File: config.mk
export PLATFORM = sky130hd
export DESIGN_NAME = i_serdes_rx
export DESIGN_NICKNAME = d
export VERILOG_FILES = /design/src/rtl/i_serdes_rx.sv
export SDC_FILE = /design/constraint.sdc
export NUM_CORES = 1
export LEC_CHECK = 0
export ABC_CLOCK_PERIOD_IN_PS = 2250
export CAP_MARGIN = 20
export CORE_ASPECT_RATIO = 0.8
export CORE_UTILIZATION = 25
export DETAILED_ROUTE_END_ITERATION = 10
export PLACE_DENSITY_LB_ADDON = 0.25
export RECOVER_POWER = 25
export SLEW_MARGIN = 25
export SYNTH_ARGS = -nofsm -noshare
export SYNTH_HDL_FRONTEND = slang
export SYNTH_SLANG_ARGS = --single-unit
File: constraint.sdc
create_clock -name PLL_CLK -period 2.25 [get_ports PLL_CLK]
set_input_delay 0.3375 -clock PLL_CLK [delete_from_list [all_inputs] [get_ports PLL_CLK]]
set_output_delay 0.3375 -clock PLL_CLK [all_outputs]
set_load 0.005 [all_outputs]
File: src/rtl/i_serdes_rx.sv
// i_serdes_rx: SDR/DDR input deserializer with user bit-slip,
// divided word clock and data-valid tracking.
module i_serdes_rx #(
  parameter string DATA_RATE = "SDR",
  parameter int    WIDTH     = 4,
  parameter string DPA_MODE  = "NONE"
) (
  input  logic             PLL_CLK,
  input  logic             RX_RST,
  input  logic             D,
  input  logic             EN,
  input  logic             BITSLIP_ADJ,
  input  logic             CLK_IN,
  input  logic             PLL_LOCK,
  output logic             CLK_OUT,
  output logic [WIDTH-1:0] Q,
  output logic             DATA_VALID,
  output logic             DPA_LOCK,
  output logic             DPA_ERROR
);

  localparam int B  = (DATA_RATE == "DDR") ? 2 : 1;
  localparam int P  = WIDTH / B;
  localparam int H  = (P + 1) / 2;
  localparam int HW = 2 * WIDTH;
  localparam int CW = $clog2(P + 1);
  localparam int SW = $clog2(WIDTH);
  localparam int BW = $clog2(HW);
  localparam bit DPA_ON = (DPA_MODE != "NONE");

  logic [HW-1:0]    r_hist;
  logic [CW-1:0]    r_wcnt;
  logic [CW-1:0]    r_ccnt;
  logic [SW-1:0]    r_slip;
  logic [1:0]       r_sync;
  logic             r_sync_d;
  logic [WIDTH-1:0] r_q;
  logic             r_valid;
  logic             r_clk_out;
  logic             r_dpa_lock;

  logic [HW-1:0]    w_hist_sh;
  logic [BW-1:0]    w_base;
  logic [WIDTH-1:0] w_win;
  logic             w_run;
  logic             w_cap;
  logic             w_slip_edge;
  logic             w_unused;

  generate
    if (B == 2) begin : g_ddr
      logic r_fall;
      // hold the early bit of each pair, sampled on the falling edge
      always_ff @(negedge PLL_CLK) begin
        r_fall <= D;
      end
      assign w_hist_sh = {D, r_fall, r_hist[HW-1:2]};
    end else begin : g_sdr
      assign w_hist_sh = {D, r_hist[HW-1:1]};
    end
  endgenerate

  assign w_run       = EN & PLL_LOCK;
  assign w_cap       = w_run && (r_wcnt == CW'(P - 1));
  assign w_base      = BW'(WIDTH) - BW'(r_slip);
  assign w_win       = WIDTH'(w_hist_sh >> w_base);
  assign w_slip_edge = r_sync[1] & ~r_sync_d;
  assign w_unused    = ^{CLK_IN, r_hist[1:0]};

  // shift in bits, count word period, capture slipped window
  always_ff @(posedge PLL_CLK) begin
    if (!RX_RST) begin
      r_hist  <= '0;
      r_wcnt  <= '0;
      r_q     <= '0;
      r_valid <= 1'b0;
    end else begin
      if (EN) r_hist <= w_hist_sh;
      if (w_run) begin
        r_wcnt <= (r_wcnt == CW'(P - 1)) ? '0 : r_wcnt + CW'(1);
      end
      if (w_cap) r_q <= w_win;
      if (!w_run) r_valid <= 1'b0;
      else if (w_cap) r_valid <= 1'b1;
    end
  end

  // synchronize slip request and bump offset once per rising edge
  always_ff @(posedge PLL_CLK) begin
    if (!RX_RST) begin
      r_sync   <= '0;
      r_sync_d <= 1'b0;
      r_slip   <= '0;
    end else begin
      r_sync   <= {r_sync[0], BITSLIP_ADJ};
      r_sync_d <= r_sync[1];
      if (w_slip_edge) begin
        r_slip <= (r_slip == SW'(WIDTH - 1)) ? '0 : r_slip + SW'(1);
      end
    end
  end

  // free-running word clock, high for the first half of each period
  always_ff @(posedge PLL_CLK) begin
    if (!RX_RST || !PLL_LOCK) begin
      r_ccnt    <= '0;
      r_clk_out <= 1'b0;
    end else begin
      r_ccnt    <= (r_ccnt == CW'(P - 1)) ? '0 : r_ccnt + CW'(1);
      r_clk_out <= (r_ccnt < CW'(H));
    end
  end

  // phase-alignment lock follows the active receive condition
  always_ff @(posedge PLL_CLK) begin
    if (!RX_RST) r_dpa_lock <= 1'b0;
    else         r_dpa_lock <= DPA_ON & w_run;
  end

  assign Q          = r_q;
  assign DATA_VALID = r_valid;
  assign CLK_OUT    = r_clk_out;
  assign DPA_LOCK   = r_dpa_lock;
  assign DPA_ERROR  = 1'b0;

endmodule

==> results of run 1 <==
==> per-stage QoR <==
step                      hold slack, ns  cell area (um2)  utilization
after detailed placement          0.4170             1274       0.3011
after CTS                         0.4294             1329       0.3141
after floorplan                   0.4001             1120            -
after global routing              0.4568             1325       0.3132
after global placement            0.4106             1274       0.3011
final                             0.4295             1325       0.3132
==> cell type report <==
cell class	instances	area [um2]	share of cell area
Timing Repair Buffer	14	128.9	0.09726
Multi-Input combinational cell	71	574.3	0.4334
Clock buffer	4	55.05	0.04155
Tap cell	57	71.32	0.05382
Inverter	4	15.01	0.01133
Sequential cell	24	480.5	0.3626
==> flip-flops by register name (all words and copies together), names as in the netlist <==
register	cells
r_hist	7
r_sync	2
r_ccnt	3
DATA_VALID	1
r_slip	2
CLK_OUT	1
r_sync_d	1
Q	4
r_wcnt	3
==> cells in the mapped netlist (all sizes together) <==
cell type / number
mux2: 3
o2111a: 1
nor3: 3
a31oi: 1
a22oi: 1
and4b: 1
mux2i: 9
conb: 1
nor2b: 12
nor2: 1
nor3b: 1
nand2: 9
clkbuf: 3
dfxtp: 24
a41oi: 2
inv: 4
or3: 1
buf: 5
a32oi: 1
nand3: 2
and2: 3
ha: 5
nand4: 1
a21oi: 2
mux4: 4
o21ai: 4
a21boi: 2
==> path summary, 6_finish.rpt <==
path | startpoint | end | slack [ns] | cells past startpoint
hold / removal | r_ccnt[2]$_SDFF_PP0_ | CLK_OUT$_SDFF_PP0_ | 0.43 | 1
setup / recovery | r_slip[0]$_SDFFE_PN0P_ | Q[2]$_SDFFE_PN0P_ | 0.68 | 5
hold reg to reg | r_ccnt[2]$_SDFF_PP0_ | CLK_OUT$_SDFF_PP0_ | 0.43 | 1
setup reg to reg | r_slip[0]$_SDFFE_PN0P_ | Q[2]$_SDFFE_PN0P_ | 0.68 | 5
==> kinds of logic (layout without fill, tap and decap cells) <==
group | after synthesis | count (layout) | share of synthesized area
DFF | 24 | 24 | 0.4305
and+or+nand+nor | 34 | 34 | 0.1670
adders and majority gates | 5 | 5 | 0.05605
other | 1 | 2 | 0.003360
buffers and inverters | 12 | 22 | 0.05828
muxes | 16 | 16 | 0.1984
AOI/OAI and AO/OA | 14 | 14 | 0.08633
==> worst reg2reg max path: cells and delay by family (launching register included) <==
family / cells / cell delay, ns
AOI/OAI and AO/OA: 2 / 0.30
adders and majority gates: 1 / 0.42
buffers and inverters: 1 / 0.07
DFF: 1 / 0.34
muxes: 1 / 0.34
==> metal layers <==
| layer | vias to the layer above | wire length (um) |
|---|---|---|
| met5 | - | 0 |
| met4 | 0 | 52 |
| met3 | 5 | 86 |
| met2 | 17 | 889 |
| met1 | 372 | 909 |
| li1 | 399 | - |
==> report_power, final <==
group	internal [uW]	leakage, uW	switching [uW]	total, uW
clock	156	0.0000288	135	291
combinational	37.2	0.000289	35.6	72.8
sequential	435	0.000195	6.55	441
total	628	0.000513	177	805
==> metrics.txt, run 1 <==
Wirelength per Cell=11.13 um; Pins Over Slew Limit=0; cts repair resizes=0; Final min period=1.575 ns; FMAX=635.0 MHz; Remaining Overflow, GRT=0; share of post-route cells with drive strength above 1=0.09402; area of the core=0.004230 mm2; synth warn=0; commonest cells after routing, fill and taps aside=dfxtp_1 (24), nor2b_1 (12), clkdlybuf4s50_1 (10); total setup buffers inserted after CTS=0; # setup viols final=0; post-DP HPWL=1457 um; H-tree Lvls=1; fillers=422; DR iter-0 viols=22; worst vdd ir=196.6 uV; routability cong.=0.7703; Net count, final=130; total power=804.9 uW; port bufs=11; Data arrival, critical path=1.72 ns; cell count after synthesis=106; DR vias/cell=4.557; MaxCap Viol Count=0; GR peak layer=met2; IO Pins=15; total power per unit cell area=607.4 mW/mm2; Yosys cell types=30; Bufs and invs on worst path=1; CP peak stage delay=0.42 ns; global-route wire length before repair=3387 um; status=finished, final reports clean; Avg Synthesized Cell Area=10.53 um2; Synth Cell Area=0.001116 mm2; final hold vios=0; clk root buf=clkbuf_8; pin count of the biggest net entering global routing=14; initial antenna violation count=0; # hold bufs at CTS=0; CTS tree=done; cell taking the most area after synthesis=dfxtp_1; Residual DRC=0; placed cells=170; Final WS setup=0.6752 ns; most common cell after layout, fill and taps aside=dfxtp_1; Clock Latency Late Sink=0.27 ns; critical path's top delay family=adder cells; Global Route Usage Sum=0.09427; Layout area overhead=18.72%; crit path kind=flip-flop to flip-flop; met1 usage in global routing=0.1078; clock sinks=24; vias in the first global route=776; pre-CTS setup slack=0.5341 ns; vias=793; Lkg Pwr=0.0005133 uW; CTS Buf Count=3; flops & latches, synth=24; clock tree buffer depth=2; Worst setup EP type=flip-flop; die area=0.004737 mm2; CTS clock-pin slew for the worst setup and hold paths=0.08 ns; Worst Hold Class=flip-flop to flip-flop; crit path cell chain=inv_1 > ha_1 > mux4_2 > a22oi_1 > a21oi_1; skew final=0.002142 ns; largest cells by area after synthesis=dfxtp_1 (43%), mux2i_1 (8.1%), nor2b_1 (6.7%); met2 Use GR=0.1607; post-route ant nets=0; Worst EP required=2.40 ns; n_diodes=0; Seq/Total Area, Yosys=0.4305; RSZ-0062 raised after global routing=false; critical path fanouts, max=8; GR Util met3=0.02044; Worst setup SP type=flip-flop; Post-Layout Cell Count=174; Initial Utilization=0.2638; Tcrit/Tclk final=0.6999; Synth top area share=0.4305; Final TNS setup=0 ns; row cnt=21; critical path's slowest cell=ha_1; Total Wirelength=1937 um; Die Wd=76.70 um; Die Height=61.76 um; DRT Pass-1 Iters=4
(Power assumes the default switching activity.)
==> run 2: changes to the inputs <==
--- a/config.mk
+++ b/config.mk
@@ -5,7 +5,7 @@
 export SDC_FILE = /design/constraint.sdc
 export NUM_CORES = 1
 export LEC_CHECK = 0
-export ABC_CLOCK_PERIOD_IN_PS = 2250
+export ABC_CLOCK_PERIOD_IN_PS = 1300
 export CAP_MARGIN = 20
 export CORE_ASPECT_RATIO = 0.8
 export CORE_UTILIZATION = 25
==> constraint.sdc (replaced) <==
create_clock -name PLL_CLK -period 1.3 [get_ports PLL_CLK]
set_input_delay 0.195 -clock PLL_CLK [delete_from_list [all_inputs] [get_ports PLL_CLK]]
set_output_delay 0.195 -clock PLL_CLK [all_outputs]
set_load 0.005 [all_outputs]
==> run 2 against run 1 <==
The run now ends with setup timing left; routed wire length increased by 11%; cell area rose by 13%; sequential power up 73%; via count is 2.8% higher; global-route usage about the same; clock-buffer cell count shrank 1; core utilization grew 4.0 points; worst hold slack better by 0.00081 ns; critical endpoint is now Q[3]$_SDFFE_PN0P_.
==> metrics.txt, run 2 (synthesis results as in run 1) <==
status=complete, but fails checks; failing checks=setup timing; share of post-route cells with drive strength above 1=0.2992; Worst Hold Class=flip-flop to flip-flop; vias in the first global route=792; Die Height=61.76 um; post-DP HPWL=1571 um; Tcrit/Tclk final=1.077; clock tree buffer depth=2; CTS Buf Count=3; Total Wirelength=2151 um; DRT Pass-1 Iters=4; Global Route Usage Sum=0.09398; row cnt=21; clk root buf=clkbuf_8; port bufs=11; post-route ant nets=0; critical path's slowest cell=dfxtp_4; CP peak stage delay=0.39 ns; FMAX=714.3 MHz; pin count of the biggest net entering global routing=15; Final TNS setup=-0.3462 ns; setup slack, reg-to-reg=-0.1 ns; Util after Layout=0.3529; die area=0.004737 mm2; global-route wire length before repair=3477 um; Post-Layout Cell Count=184; Wirelength per Cell=11.69 um; Bufs and invs on worst path=1; fillers=414; area of the core=0.004230 mm2; RSZ-0062 raised after global routing=true; max FFs per register=7; hold slack=0.4303 ns; crit path kind=flip-flop to flip-flop; DR iter-0 viols=24; total power per unit cell area=1063 mW/mm2; Die Wd=76.70 um; Worst setup EP type=flip-flop; H-tree Lvls=1; pre-CTS setup slack=-0.1850 ns; most common cell after layout, fill and taps aside=dfxtp_1; initial antenna violation count=0; Final WS setup=-0.09988 ns; # setup viols final=4; Remaining Overflow, GRT=0; Lkg Pwr=0.0006544 uW; Clock Latency Late Sink=0.26 ns; Net count, final=140; CTS tree=done; Residual DRC=0; crit path cell chain=inv_4 > ha_4 > mux4_2 > a32oi_2 > a21oi_1; Data arrival, critical path=1.56 ns; worst vdd ir=371.0 uV; Final min period=1.400 ns; final hold vios=0; placed cells=179; DR vias/cell=4.429; Worst EP required=1.46 ns; critical path fanouts, max=6; Worst setup SP type=flip-flop; critical path's top delay family=flip-flops; routability cong.=0.8019; clock sinks=24; vias=815; skew final=0.006086 ns; CTS clock-pin slew for the worst setup and hold paths=0.09 ns; # hold bufs at CTS=0; Reg with most FFs=r_hist; MaxCap Viol Count=0; Initial Utilization=0.2638; n_diodes=0; commonest cells after routing, fill and taps aside=dfxtp_1 (18), buf_4 (12), nor2b_1 (11); Layout area overhead=33.74%; IO Pins=15; Pins Over Slew Limit=0
## run 2: cell type report
cell class / count / area (um2) / area share
multi-input combinational: 71 / 616.8 / 0.4132
sequential: 24 / 490.5 / 0.3286
timing repair buffer: 24 / 225.2 / 0.1509
tap: 57 / 71.32 / 0.04778
clock buffer: 3 / 41.29 / 0.02766
clock inverter: 1 / 30.03 / 0.02012
inverter: 4 / 17.52 / 0.01174
## run 2: what timing repair did
action | in CTS | in global routing
setup endpoints to repair | 9 | 7
cloned | 0 | 0
buffers inserted | 0 | 1
pin swaps | 2 | 2
resized for setup | 8 | 12
## run 2: path summary, 6_finish.rpt
| kind | start | endpoint | depth (start not counted) |
|---|---|---|---|
| max | r_slip[0]$_SDFFE_PN0P_ | Q[3]$_SDFFE_PN0P_ | 5 |
| min | r_ccnt[1]$_SDFF_PP0_ | CLK_OUT$_SDFF_PP0_ | 1 |
| min reg2reg | r_ccnt[1]$_SDFF_PP0_ | CLK_OUT$_SDFF_PP0_ | 1 |
| max reg2reg | r_slip[0]$_SDFFE_PN0P_ | Q[3]$_SDFFE_PN0P_ | 5 |
## run 2: per-stage QoR
stage / cell area [um2] / power (uW)
2_1_floorplan: 1140 / 879.3
3_3_place_gp: 1370 / 936.1
3_5_place_dp: 1370 / 941.0
4_1_cts: 1449 / 1594
5_1_grt: 1493 / 1650
6_report: 1493 / 1587
## run 2: where the power goes
part	switching [uW]	total, uW	internal [uW]
sequential	13.7	765	752
combinational	73.5	172	98.6
clock	238	649	411
## run 2: metal layers
metal / vias up / track usage / routed length [um]
li1: 410 / - / -
met1: 388 / 0.1097 / 1084
met2: 13 / 0.1645 / 975
met3: 4 / 0.02044 / 47
met4: 0 / 0.05769 / 44
met5: - / 0 / 0
==> run 3: changes to the inputs <==
--- a/config.mk
+++ b/config.mk
@@ -5,9 +5,9 @@
 export SDC_FILE = /design/constraint.sdc
 export NUM_CORES = 1
 export LEC_CHECK = 0
-export ABC_CLOCK_PERIOD_IN_PS = 1300
-export CAP_MARGIN = 20
+export ABC_CLOCK_PERIOD_IN_PS = 1800
 export CORE_ASPECT_RATIO = 0.8
+export CORE_MARGIN = 1.5
 export CORE_UTILIZATION = 25
 export DETAILED_ROUTE_END_ITERATION = 10
 export PLACE_DENSITY_LB_ADDON = 0.25
==> constraint.sdc (replaced) <==
create_clock -name PLL_CLK -period 1.8 [get_ports PLL_CLK]
set_input_delay 0.27 -clock PLL_CLK [delete_from_list [all_inputs] [get_ports PLL_CLK]]
set_output_delay 0.27 -clock PLL_CLK [all_outputs]
set_load 0.005 [all_outputs]
==> run 3 against run 2 <==
The flow now finishes without violations; critical path type unchanged; cell area decreased by 11%; total power shrank 37%; non-clock buffer count is 10 lower; largest power group unchanged; sequential share of layout area up 3.4 points; largest cell class unchanged; worst hold slack got worse by 0.012 ns.
==> metrics.txt, run 3 (synthesis results as in run 1) <==
IO Pins=15; Layout area overhead=18.72%; routability cong.=0.8923; n_diodes=0; max FFs per register=7; # setup viols final=0; commonest cells after routing, fill and taps aside=dfxtp_1 (24), nor2b_1 (12), clkdlybuf4s50_1 (10); share of post-route cells with drive strength above 1=0.09402; MaxCap Viol Count=0; cts repair resizes=0; Wirelength per Cell=10.90 um; fillers=434; final hold vios=0; Pins Over Slew Limit=0; vias=758; Final min period=1.589 ns; crit path cell chain=inv_1 > ha_1 > mux4_2 > a22oi_1 > a21oi_1; row cnt=21; area of the core=0.004230 mm2; NetSw=216.0 uW; Worst setup EP type=flip-flop; total setup buffers inserted after CTS=0; Tcrit/Tclk final=0.8829; clock share of power=0.358; post-route ant nets=0; Final WS setup=0.2108 ns; clock sinks=24; area taken by multi-input logic gates=574.3 um2; pre-CTS setup slack=0.1266 ns; DR iter-0 viols=28; most common cell after layout, fill and taps aside=dfxtp_1; CTS clock-pin slew for the worst setup and hold paths=0.08 ns; critical path's slowest cell=ha_1; Register Area=480.5 um2; Remaining Overflow, GRT=0; Reg with most FFs=r_hist; Die Wd=77.70 um; CP peak stage delay=0.44 ns; port bufs=11; clock tree buffer depth=2; global-route wire length before repair=3415 um; CTS tree=done; crit path kind=flip-flop to flip-flop; Gate power share=0.091; Net count, final=130; Die Height=62.76 um; Residual DRC=0; Worst EP required=1.94 ns; die area=0.004876 mm2; Post-Layout Cell Count=174; critical path fanouts, max=8; Final TNS setup=0 ns; post-DP HPWL=1441 um; initial antenna violation count=0; DRT Pass-1 Iters=4; total power per unit cell area=755.4 mW/mm2; pin count of the biggest net entering global routing=14; clk root buf=clkbuf_8; Worst Hold Class=flip-flop to flip-flop; vias in the first global route=764; sw frac=0.2158; CTS Buf Count=3; Seq pwr share=0.551; status=finished, final reports clean; Total Wirelength=1897 um; skew final=0.0009046 ns; RSZ-0062 raised after global routing=false; Lkg Pwr=0.0005116 uW; # hold bufs at CTS=0; DR vias/cell=4.356; worst vdd ir=405.1 uV; FMAX=629.3 MHz; internal power=785.0 uW; Initial Utilization=0.2638; placed cells=170; Clock Latency Late Sink=0.26 ns; Worst setup SP type=flip-flop; Data arrival, critical path=1.73 ns; Global Route Usage Sum=0.08920; H-tree Lvls=1
run 3: changes by cell type in the layout (fill, tap and decap cells not counted), moves of 2 or more:
cell	delta
dfxtp_1	+6
nand2_1	+2
buf_4	-10
clkdlybuf4s50_1	+5
dfxtp_2	-5
dlygate4sd2_1	-2
nand2_2	-2
and2_1	-2
and2_0	+2
dlymetal6s2s_1	-3
run 3: worst paths after layout:
path                                        startpoint                  to  slack [ns]  cells past startpoint
worst max-delay path            r_slip[0]$_SDFFE_PN0P_   Q[2]$_SDFFE_PN0P_        0.21                      5
worst min-delay path              r_ccnt[2]$_SDFF_PP0_  CLK_OUT$_SDFF_PP0_        0.42                      1
worst max register to register  r_slip[0]$_SDFFE_PN0P_   Q[2]$_SDFFE_PN0P_        0.21                      5
worst min register to register    r_ccnt[2]$_SDFF_PP0_  CLK_OUT$_SDFF_PP0_        0.42                      1
run 3: final cells by class:
cell class	count	share of cell area
timing repair buffer	14	0.09726
clock buffer	4	0.04155
inverter	4	0.01133
multi-input combinational	71	0.4334
sequential	24	0.3626
tap	57	0.05382
run 3: layer usage:
| metal | track usage | part of all wire | vias up |
|---|---|---|---|
| li1 | - | - | 393 |
| met1 | 0.1030 | 0.48 | 353 |
| met2 | 0.1500 | 0.47 | 10 |
| met3 | 0.03650 | 0.034 | 2 |
| met4 | 0.02727 | 0.011 | 0 |
| met5 | 0 | 0 | - |
run 3: worst max-delay path: cells and delay by family, from the launching register on:
kind | cells | cell delay, ns
flip-flops | 1 | 0.35
buffers and inverters | 1 | 0.07
multiplexers | 1 | 0.34
adder cells (fa/ha/maj) | 1 | 0.44
AO/OA/AOI/OAI | 2 | 0.27
run 3: power groups by stage:
stage               registers [uW]  logic [uW]  clock network (uW)
finish                         552        91.5                 358
global route                   554         103                 399
CTS                            552        94.2                 369
detailed placement             564        93.8                   0
global placement               563        90.6                   0
floorplan                      562        67.8                   0
run 3: stage by stage:
step / util / hold slack (ns) / total power (uW) / instance area [um2]
final: 0.3132 / 0.4186 / 1001 / 1325
after global routing: 0.3132 / 0.4459 / 1056 / 1325
after detailed placement: 0.3011 / 0.4108 / 657.9 / 1274
after global placement: 0.3011 / 0.4093 / 654.0 / 1274
after CTS: 0.3141 / 0.4273 / 1015 / 1329
after floorplan: - / 0.3781 / 630.1 / 1120
